--- src/rtl/gpr_scoreboard.sv ---
// General-purpose register file with write-through bypass and a per-register
// pending-write scoreboard; a post-reset sweep zeroes every register before use.
module gpr_scoreboard #(
    parameter  int WIDTH = 32,
    parameter  int NUM   = 32,
    parameter  int NR    = 2,
    localparam int AW    = $clog2(NUM)
) (
    input  logic                clock,
    input  logic                reset_n,
    output logic                ready,
    input  logic [NR*AW-1:0]    addr_r,
    output logic [NR*WIDTH-1:0] data_r,
    output logic [NR-1:0]       busy_r,
    input  logic                wb_en,
    input  logic [AW-1:0]       wb_addr,
    input  logic [WIDTH-1:0]    wb_data,
    input  logic                iss_en,
    input  logic [AW-1:0]       iss_addr
);

    typedef enum logic {CLEAR, RUN} state_e;

    state_e           state_q, state_d;
    logic [AW-1:0]    clr_idx_q, clr_idx_d;
    logic [NUM-1:0]   busy_q, busy_d;
    logic [WIDTH-1:0] mem_q [NUM];

    logic             mem_we;
    logic [AW-1:0]    mem_waddr;
    logic [WIDTH-1:0] mem_wdata;

    always_ff @(posedge clock or negedge reset_n) begin
        if (!reset_n) begin
            state_q   <= CLEAR;
            clr_idx_q <= AW'(1);
            busy_q    <= '0;
        end else begin
            state_q   <= state_d;
            clr_idx_q <= clr_idx_d;
            busy_q    <= busy_d;
        end
    end

    always_comb begin
        state_d   = state_q;
        clr_idx_d = clr_idx_q;
        if (state_q == CLEAR) begin
            clr_idx_d = clr_idx_q + AW'(1);
            if (clr_idx_q == AW'(NUM - 1)) state_d = RUN;
        end
    end

    always_comb begin
        ready     = (state_q == RUN);
        mem_we    = 1'b0;
        mem_waddr = '0;
        mem_wdata = '0;
        busy_d    = busy_q;
        if (state_q == CLEAR) begin
            mem_we    = 1'b1;
            mem_waddr = clr_idx_q;
        end else begin
            if (wb_en && wb_addr != '0) begin
                mem_we    = 1'b1;
                mem_waddr = wb_addr;
                mem_wdata = wb_data;
            end
            // Clear first so a same-cycle issue to the same register wins.
            if (wb_en) busy_d[wb_addr] = 1'b0;
            if (iss_en && iss_addr != '0) busy_d[iss_addr] = 1'b1;
        end
    end

    // Register storage has no reset; only the CLEAR sweep zeroes it.
    always_ff @(posedge clock) begin
        if (mem_we) mem_q[mem_waddr] <= mem_wdata;
    end

    always_comb begin
        data_r = '0;
        busy_r = '0;
        if (state_q == RUN) begin
            for (int unsigned k = 0; k < NR; k++) begin
                if (addr_r[k*AW +: AW] != '0) begin
                    if (wb_en && wb_addr == addr_r[k*AW +: AW]) begin
                        data_r[k*WIDTH +: WIDTH] = wb_data;
                        busy_r[k]                = 1'b0;
                    end else begin
                        data_r[k*WIDTH +: WIDTH] = mem_q[addr_r[k*AW +: AW]];
                        busy_r[k]                = busy_q[addr_r[k*AW +: AW]];
                    end
                end
            end
        end
    end

endmodule

--- config.mk ---
export PLATFORM = sky130hd
export DESIGN_NAME = gpr_scoreboard
export DESIGN_NICKNAME = d
export VERILOG_FILES = /design/src/rtl/gpr_scoreboard.sv
export SDC_FILE = /design/constraint.sdc
export NUM_CORES = 1
export LEC_CHECK = 0
export ABC_CLOCK_PERIOD_IN_PS = 3200
export BUFFER_PORTS_ARGS = -buffer_cell sky130_fd_sc_hd__clkbuf_2
export CORE_MARGIN = 2
export CORE_UTILIZATION = 44
export CTS_BUF_LIST = sky130_fd_sc_hd__clkbuf_8
export DETAILED_ROUTE_END_ITERATION = 8
export GPL_ROUTABILITY_DRIVEN = 0
export PLACE_DENSITY = 0.66
export RECOVER_POWER = 100
export SLEW_MARGIN = 15
export SYNTH_ARGS = -nofsm -noshare
export SYNTH_HDL_FRONTEND = slang
export SYNTH_SLANG_ARGS = --single-unit
--- constraint.sdc ---
create_clock -name clock -period 3.2 [get_ports clock]
set_input_delay 0.16 -clock clock [delete_from_list [all_inputs] [get_ports clock]]
set_output_delay 0.16 -clock clock [all_outputs]
set_load 0.1 [all_outputs]
==> results of run 1 <==
==> layer usage <==
| metal | part of all wire, % | vias up | track usage [%] |
|---|---|---|---|
| met1 | 36 | 16640 | 35.77 |
| met4 | 4.8 | 6 | 12.27 |
| met3 | 12 | 494 | 6.852 |
| met2 | 47 | 2354 | 43.32 |
| met5 | 0.11 | - | 0 |
| li1 | - | 12530 | - |
==> logic make-up after synthesis <==
| family | synth area share [%] |
|---|---|
| simple gates | 2.620 |
| compound gates | 7.214 |
| fa+ha+maj | 0.04979 |
| xor+xnor | 0.2266 |
| buf+inv | 2.271 |
| mux | 24.53 |
| flops | 63.09 |
==> state kept, by name, summed over array words and instances, names as in the netlist <==
register	flops
busy_q	32
clr_idx_q	5
mem_q	1024
ready	1
==> area by class of cell <==
type,instances,area [um^2],share of cell area [%]
sequential,1062,31700,54.29
multi-input combinational,1514,17970,30.77
timing repair buffer,325,3588,6.146
clock buffer,181,2491,4.266
tap,1500,1877,3.214
clock inverter,137,740.7,1.269
antenna,5,12.51,0.02143
inverter,3,11.26,0.01929
==> repair_timing <==
action                                  4_1_cts  5_1_grt
hold buffers                                 33        0
buffers inserted                              1        0
endpoints found under the setup margin       40       21
gates resized for setup                      42       29
endpoints found under the hold margin        70        0
pin swaps                                     7        5
==> placed cells by master, fill, tap and decap left out, types with 64 or more instances in the layout <==
master | Yosys | layout
a22o_1 | 95 | 91
o21ai_0 | 95 | 95
a21oi_1 | 87 | 83
mux4_2 | 404 | 404
clkbuf_8 | 0 | 183
buf_12 | 0 | 96
edfxtp_1 | 1024 | 1024
mux2i_1 | 319 | 318
o22ai_1 | 64 | 64
buf_4 | 32 | 99
==> synth_stat cells, drive strengths merged (10+ instances only) <==
library cell,count
nand2,23
a211oi,54
nand3b,10
dfrtp,37
nor2,77
mux4,404
o22ai,64
o221ai,33
o21ai,95
mux2i,319
a2111oi,32
buf,119
nor2b,36
and2,34
edfxtp,1024
clkbuf,110
nor3,46
a22o,95
a22oi,42
a21oi,87
==> worst max-delay path, cell delays in order <==
cell and delay, ns:
dlygate4sd3_1 0.53, clkbuf_1 0.47, xnor2_1 0.18, nand2_1 0.31, nor3_2 0.43, buf_6 0.29, a22o_1 0.40, buf_12 0.22
==> power by group <==
group          leakage, nW  internal (mW)  total, mW  switching, mW
clock                 1.85           5.66       11.1           5.47
combinational         7.97           1.41       3.92           2.51
sequential            11.1           15.4       15.4         0.0416
==> worst min path at each step <==
stage                           start             to  slack, ns  depth (start not counted)
after detailed placement      reset_n     busy_q[29]       0.35                          1
after global routing      wb_data[20]   mem_q[4][20]       0.21                          2
after global placement        reset_n     busy_q[30]       0.31                          1
after CTS                 wb_data[23]   mem_q[0][23]       0.09                          2
final                     wb_data[18]  mem_q[13][18]       0.15                          2
after floorplan               reset_n      busy_q[0]      -0.14                          0
==> per-stage QoR <==
step	cells	area [um^2]
finish	4727	58390
global route	4723	58380
CTS	4722	58780
detailed placement	4370	55010
global placement	4370	55010
floorplan	2808	50290
==> out/results.ini, run 1 <==
[clock_tree]
cts_buffer_depth = 3
cts-htree-levels = 4
numCtsBuffers = 173
root_buffer = clkbuf_8
clk_latency_ns = 0.86
cts_sinks = 1062
clkTransAtPathRegs_ns = 0.06
cts_tree = yes

[die]
core.rowCount = 123
fp.dieH_um = 341.9
start_util_pct = 44.54
io_pins = 123
core_um2 = 112800
die_x_um = 341.9
dieArea_um2 = 116900

[timing]
slew_violations = 80
setup_viol = 0
hold_viol = 0
fmaxAchievable_mhz = 313.0
rsz0062_at_grt = true
finalWorstSetupSlack_ns = 0.005002
fin_crit_sh_pct = 99.84
holdWs_ns = 0.1522
skew_ns = 0.05292
worst_pin_slew_ns = 2.015
max_slew_margin_pct = -34.34
layout_min_cycle_time_ns = 3.195
finalSetupTns_ns = 0

[outcome]
violations = capacitance limit, slew limit
status = finished with violations

[critical_path]
ff2ff_path_depth = 6
crit_end = data_r[35]
reg2reg_slack_ns = 0.05
cp_data_arrival_time_ns = 3.03
path_max_fanout = 14
worstSetupEndpointType = output port
crit_type = input pin to output port
timing.rr.start = ready
r2r-end = mem_q[31][16]
crit_start = wb_addr[0]
cp.required_ns = 3.04
startpoint_type = input pin

[detailed_routing]
wl_per_cell_um = 33.81
route.vias.total = 32030
drtIter0Drc = 4489
drt.antenna.violating_nets = 0
drcViolationCount = 0
first_pass_iters = 5
via_per_inst = 6.775
drt-total-wl_mm = 159.8

[logic_synthesis]
synth_top_area_cell = edfxtp_1
yosys_register_bits = 1062
syn_nets = 2866
ys.flop_type = edfxtp_1
ys_seq_area_share_pct = 63.09
ys_async_sr_fraction_pct = 3.578
avgSynthCellArea_um2 = 17.89
synth.top_cells.by_area = edfxtp_1 (61%), mux4_2 (18%), mux2i_1 (6.4%), dfrtp_1 (1.8%), a22o_1 (1.7%)
ys_warn_count = 0
ys_types = 54
synth_top_area_share_pct = 61.20
synth_cells = 2808
synth_area_um2 = 50250
synth_edf_count = 1024

[pwr]
total_power_mw = 30.44
powerDensity_nw_per_um2 = 521.4
power.leakage_nw = 20.94
vdd_drop_max_uv = 342.6

[final_layout]
nFillCells = 8842
nets = 3137
final_util_pct = 51.76
final_layout_size_suffix_gt1_share_pct = 31.13
syn2layout_area_growth_pct = 16.21

[placement]
place_ws_ns = 0.1225
port_buffers = 122
dp_hpwl_mm = 87.70

[global_route]
grt_pass1_wl_mm = 228.1
antenna_found_initial = 5
grt_overflow_total = 0
grt_max_degree = 63
grt_usage_pct = 27.31
grt_pass1_vias = 33120

[job]
cap_violations = 3

[min_path]
holdCritPathClass = input pin to flip-flop

Note: power is estimated with default switching activity, not from simulation.
==> inputs of run 2 (changes only) <==
- ABC_CLOCK_PERIOD_IN_PS: 3200 -> 3100
- PLACE_DENSITY: 0.66 -> 0.64
- clock period: 3.2 -> 3.1 ns (I/O delays scaled with it)
==> run 2 against run 1 <==
The run ends with capacitance limit, slew limit, setup timing left; global-route usage shrank 0.30 points; setup slack worse by 0.091 ns; core utilization up 0.47 points; first-iteration DRC count is 14% lower; flip-flop and latch count unchanged; count of clock-buffer cells in the layout down 4; routed wire length shrank 0.79%; critical endpoint is now data_r[33].
==> out/results.ini, run 2 (synthesis results as in run 1) <==
[clock_tree]
root_buffer = clkbuf_8
cts-htree-levels = 4  ; unchanged
numCtsBuffers = 173  ; unchanged
clkTransAtPathRegs_ns = 0.06  ; about the same
cts_buffer_depth = 3  ; unchanged
clk_latency_ns = 0.87  ; about the same
cts_sinks = 1062  ; unchanged
cts_tree = yes

[pwr]
power_switching_mw = 8.332  ; +3.8%
total_power_mw = 31.57  ; +3.7%
powerDensity_nw_per_um2 = 535.8  ; +2.8%
intPower_mw = 23.24  ; +3.7%
power.leakage_nw = 21.21  ; +1.3%
vdd_drop_max_uv = 454.4  ; +33%
p_seq_share_pct = 50.3  ; -0.3 points
p_comb_share_pct = 12.6  ; -0.3 points
switching_share_pct = 26.39  ; about the same
clock_power_share_pct = 37.0  ; +0.4 points

[die]
io_pins = 123  ; unchanged
fp.dieH_um = 341.9  ; unchanged
core.rowCount = 123  ; unchanged
core_um2 = 112800  ; unchanged
die_x_um = 341.9  ; unchanged
start_util_pct = 44.54  ; unchanged
dieArea_um2 = 116900  ; unchanged

[critical_path]
reg2reg_slack_ns = 0.02  ; -0.03 ns
timing.rr.start = ready
path_max_fanout = 14  ; unchanged
path_cells = dlygate4sd3_1 -> clkbuf_2 -> xnor2_1 -> nand4_1 -> nor3_2 -> clkbuf_4 -> a22o_1 -> buf_4
cp.required_ns = 2.94  ; -0.10 ns
cp_data_arrival_time_ns = 3.03  ; about the same
crit_type = input pin to output port
ff2ff_path_depth = 5  ; -1
critPathBufInv = 4  ; unchanged
r2r-end = mem_q[9][7]
cpPeakStageDelay_ns = 0.53  ; about the same
worstSetupEndpointType = output port
critical_path.top_delay_family = buffers and inverters
slowest_stage = dlygate4sd3_1
startpoint_type = input pin

[placement]
port_buffers = 122  ; unchanged
place_ws_ns = 0.05251  ; -0.06994 ns
dp_hpwl_mm = 89.15  ; +1.6%
dp_cells = 4414  ; +1.0%

[detailed_routing]
drtIter0Drc = 3861  ; -14%
via_per_inst = 6.575  ; -2.9%
drt.antenna.violating_nets = 0  ; unchanged
drcViolationCount = 0  ; unchanged
route.vias.total = 31560  ; -1.4%
drt-total-wl_mm = 158.5  ; -0.79%
wl_per_cell_um = 33.03  ; -2.3%
first_pass_iters = 6  ; +1

[timing]
rsz0062_at_grt = true
slew_violations = 38  ; -53%
worst_pin_slew_ns = 1.980  ; -0.03505 ns
skew_ns = 0.03783  ; -0.01509 ns
hold_viol = 0  ; unchanged
holdWs_ns = 0.2822  ; +0.1300 ns
finalSetupTns_ns = -0.5342  ; -0.5342 ns
setup_viol = 10  ; +10
max_slew_margin_pct = -32.00  ; +2.3 points
layout_min_cycle_time_ns = 3.186
finalWorstSetupSlack_ns = -0.08567  ; -0.09067 ns
fmaxAchievable_mhz = 313.9
fin_crit_sh_pct = 102.8

[final_layout]
syn2layout_area_growth_pct = 17.26
largestRegisters = mem_q x1024, busy_q x32, clr_idx_q x5
layout_commonest_cell = edfxtp_1
final_cells = 4800  ; +1.5%
largest_register_ffs = 1024  ; unchanged
layout_common_cells = edfxtp_1 (1,024), mux4_2 (404), mux2i_1 (318)
final_layout_size_suffix_gt1_share_pct = 32.32  ; +1.2 points
largest-register = mem_q
nets = 3218  ; +2.6%

[global_route]
grt_pass1_vias = 32990  ; -0.39%
grt_overflow_total = 0  ; unchanged
grt_usage_pct = 27.01  ; -0.30 points
top_usage_layer = met2
grt_pass1_wl_mm = 226.7  ; -0.65%
use_met2_pct = 44.04  ; +0.72 points
grt_max_degree = 62  ; -1.6%
antenna_found_initial = 3  ; -2
met1_usage_pct = 35.60  ; -0.17 points
grt_util_met3_pct = 6.136  ; -0.72 points

[outcome]
status = finished with violations
violations = capacitance limit, slew limit, setup timing

[min_path]
min_from = wb_addr[2]
min_to = mem_q[9][25]
holdCritPathClass = input pin to flip-flop
whs_path_depth = 4  ; +2

[job]
cap_violations = 1  ; -2

run 2: per-stage QoR:
| step | utilization [%] | instance area [um^2] |
|---|---|---|
| 6_report | 52.23 | 58920 |
| 2_1_floorplan | - | 50260 |
| 4_1_cts | 52.95 | 59730 |
| 3_5_place_dp | 49.26 | 55560 |
| 3_3_place_gp | 49.26 | 55560 |
| 5_1_grt | 52.23 | 58920 |
run 2: power by group through the flow:
stage / clock network [mW] / logic [mW] / registers, mW
after floorplan: 0 / 2.44 / 16.2
final: 11.7 / 3.99 / 15.9
after CTS: 11.8 / 4.14 / 15.9
after global placement: 0 / 3.96 / 16.2
after global routing: 12.5 / 4.12 / 15.9
after detailed placement: 0 / 4.01 / 16.2
run 2: how the worst max path moves through the flow:
| stage | slack, ns | to | from | depth (start not counted) |
|---|---|---|---|---|
| after floorplan | -0.57 | mem_q[16][0] | ready | 6 |
| after global placement | 0.07 | data_r[17] | addr_r[0] | 9 |
| after detailed placement | 0.05 | data_r[17] | addr_r[0] | 9 |
| after CTS | 0.0003 | data_r[25] | mem_q[15][25] | 6 |
| after global routing | -0.05 | data_r[0] | mem_q[15][0] | 7 |
| final | -0.09 | data_r[33] | wb_addr[1] | 8 |
run 2: timing repair:
action                                 in CTS  in global routing
pin swaps                                   9                  7
resized for setup                          49                 25
setup endpoints to repair                  65                 30
buffers inserted                            4                  5
hold buffers                               63                  0
endpoints found under the hold margin    1068                  0
run 2: worst reg2reg max path: cells and delay by family, from the launching register on:
family,cells,cell delay (ns)
simple gates,1,1.12
buf+inv,3,0.80
flops,1,0.45
compound gates,1,0.37
run 2: area by class of cell:
cell class              instances  area (um^2)
diodes                          2        5.005
clock buffers                 177         2436
clock inverters               136        818.3
fillers                      8905        53890
inverters                       3        11.26
multi-input cells            1514        18130
flip-flops and latches       1062        31700
well taps                    1500         1877
repair buffers                406         3945
run 2: layer usage:
metal	up-vias	wire (um)
li1	12680	-
met1	16500	59040
met2	1995	76480
met3	378	16940
met4	2	6078
met5	-	8
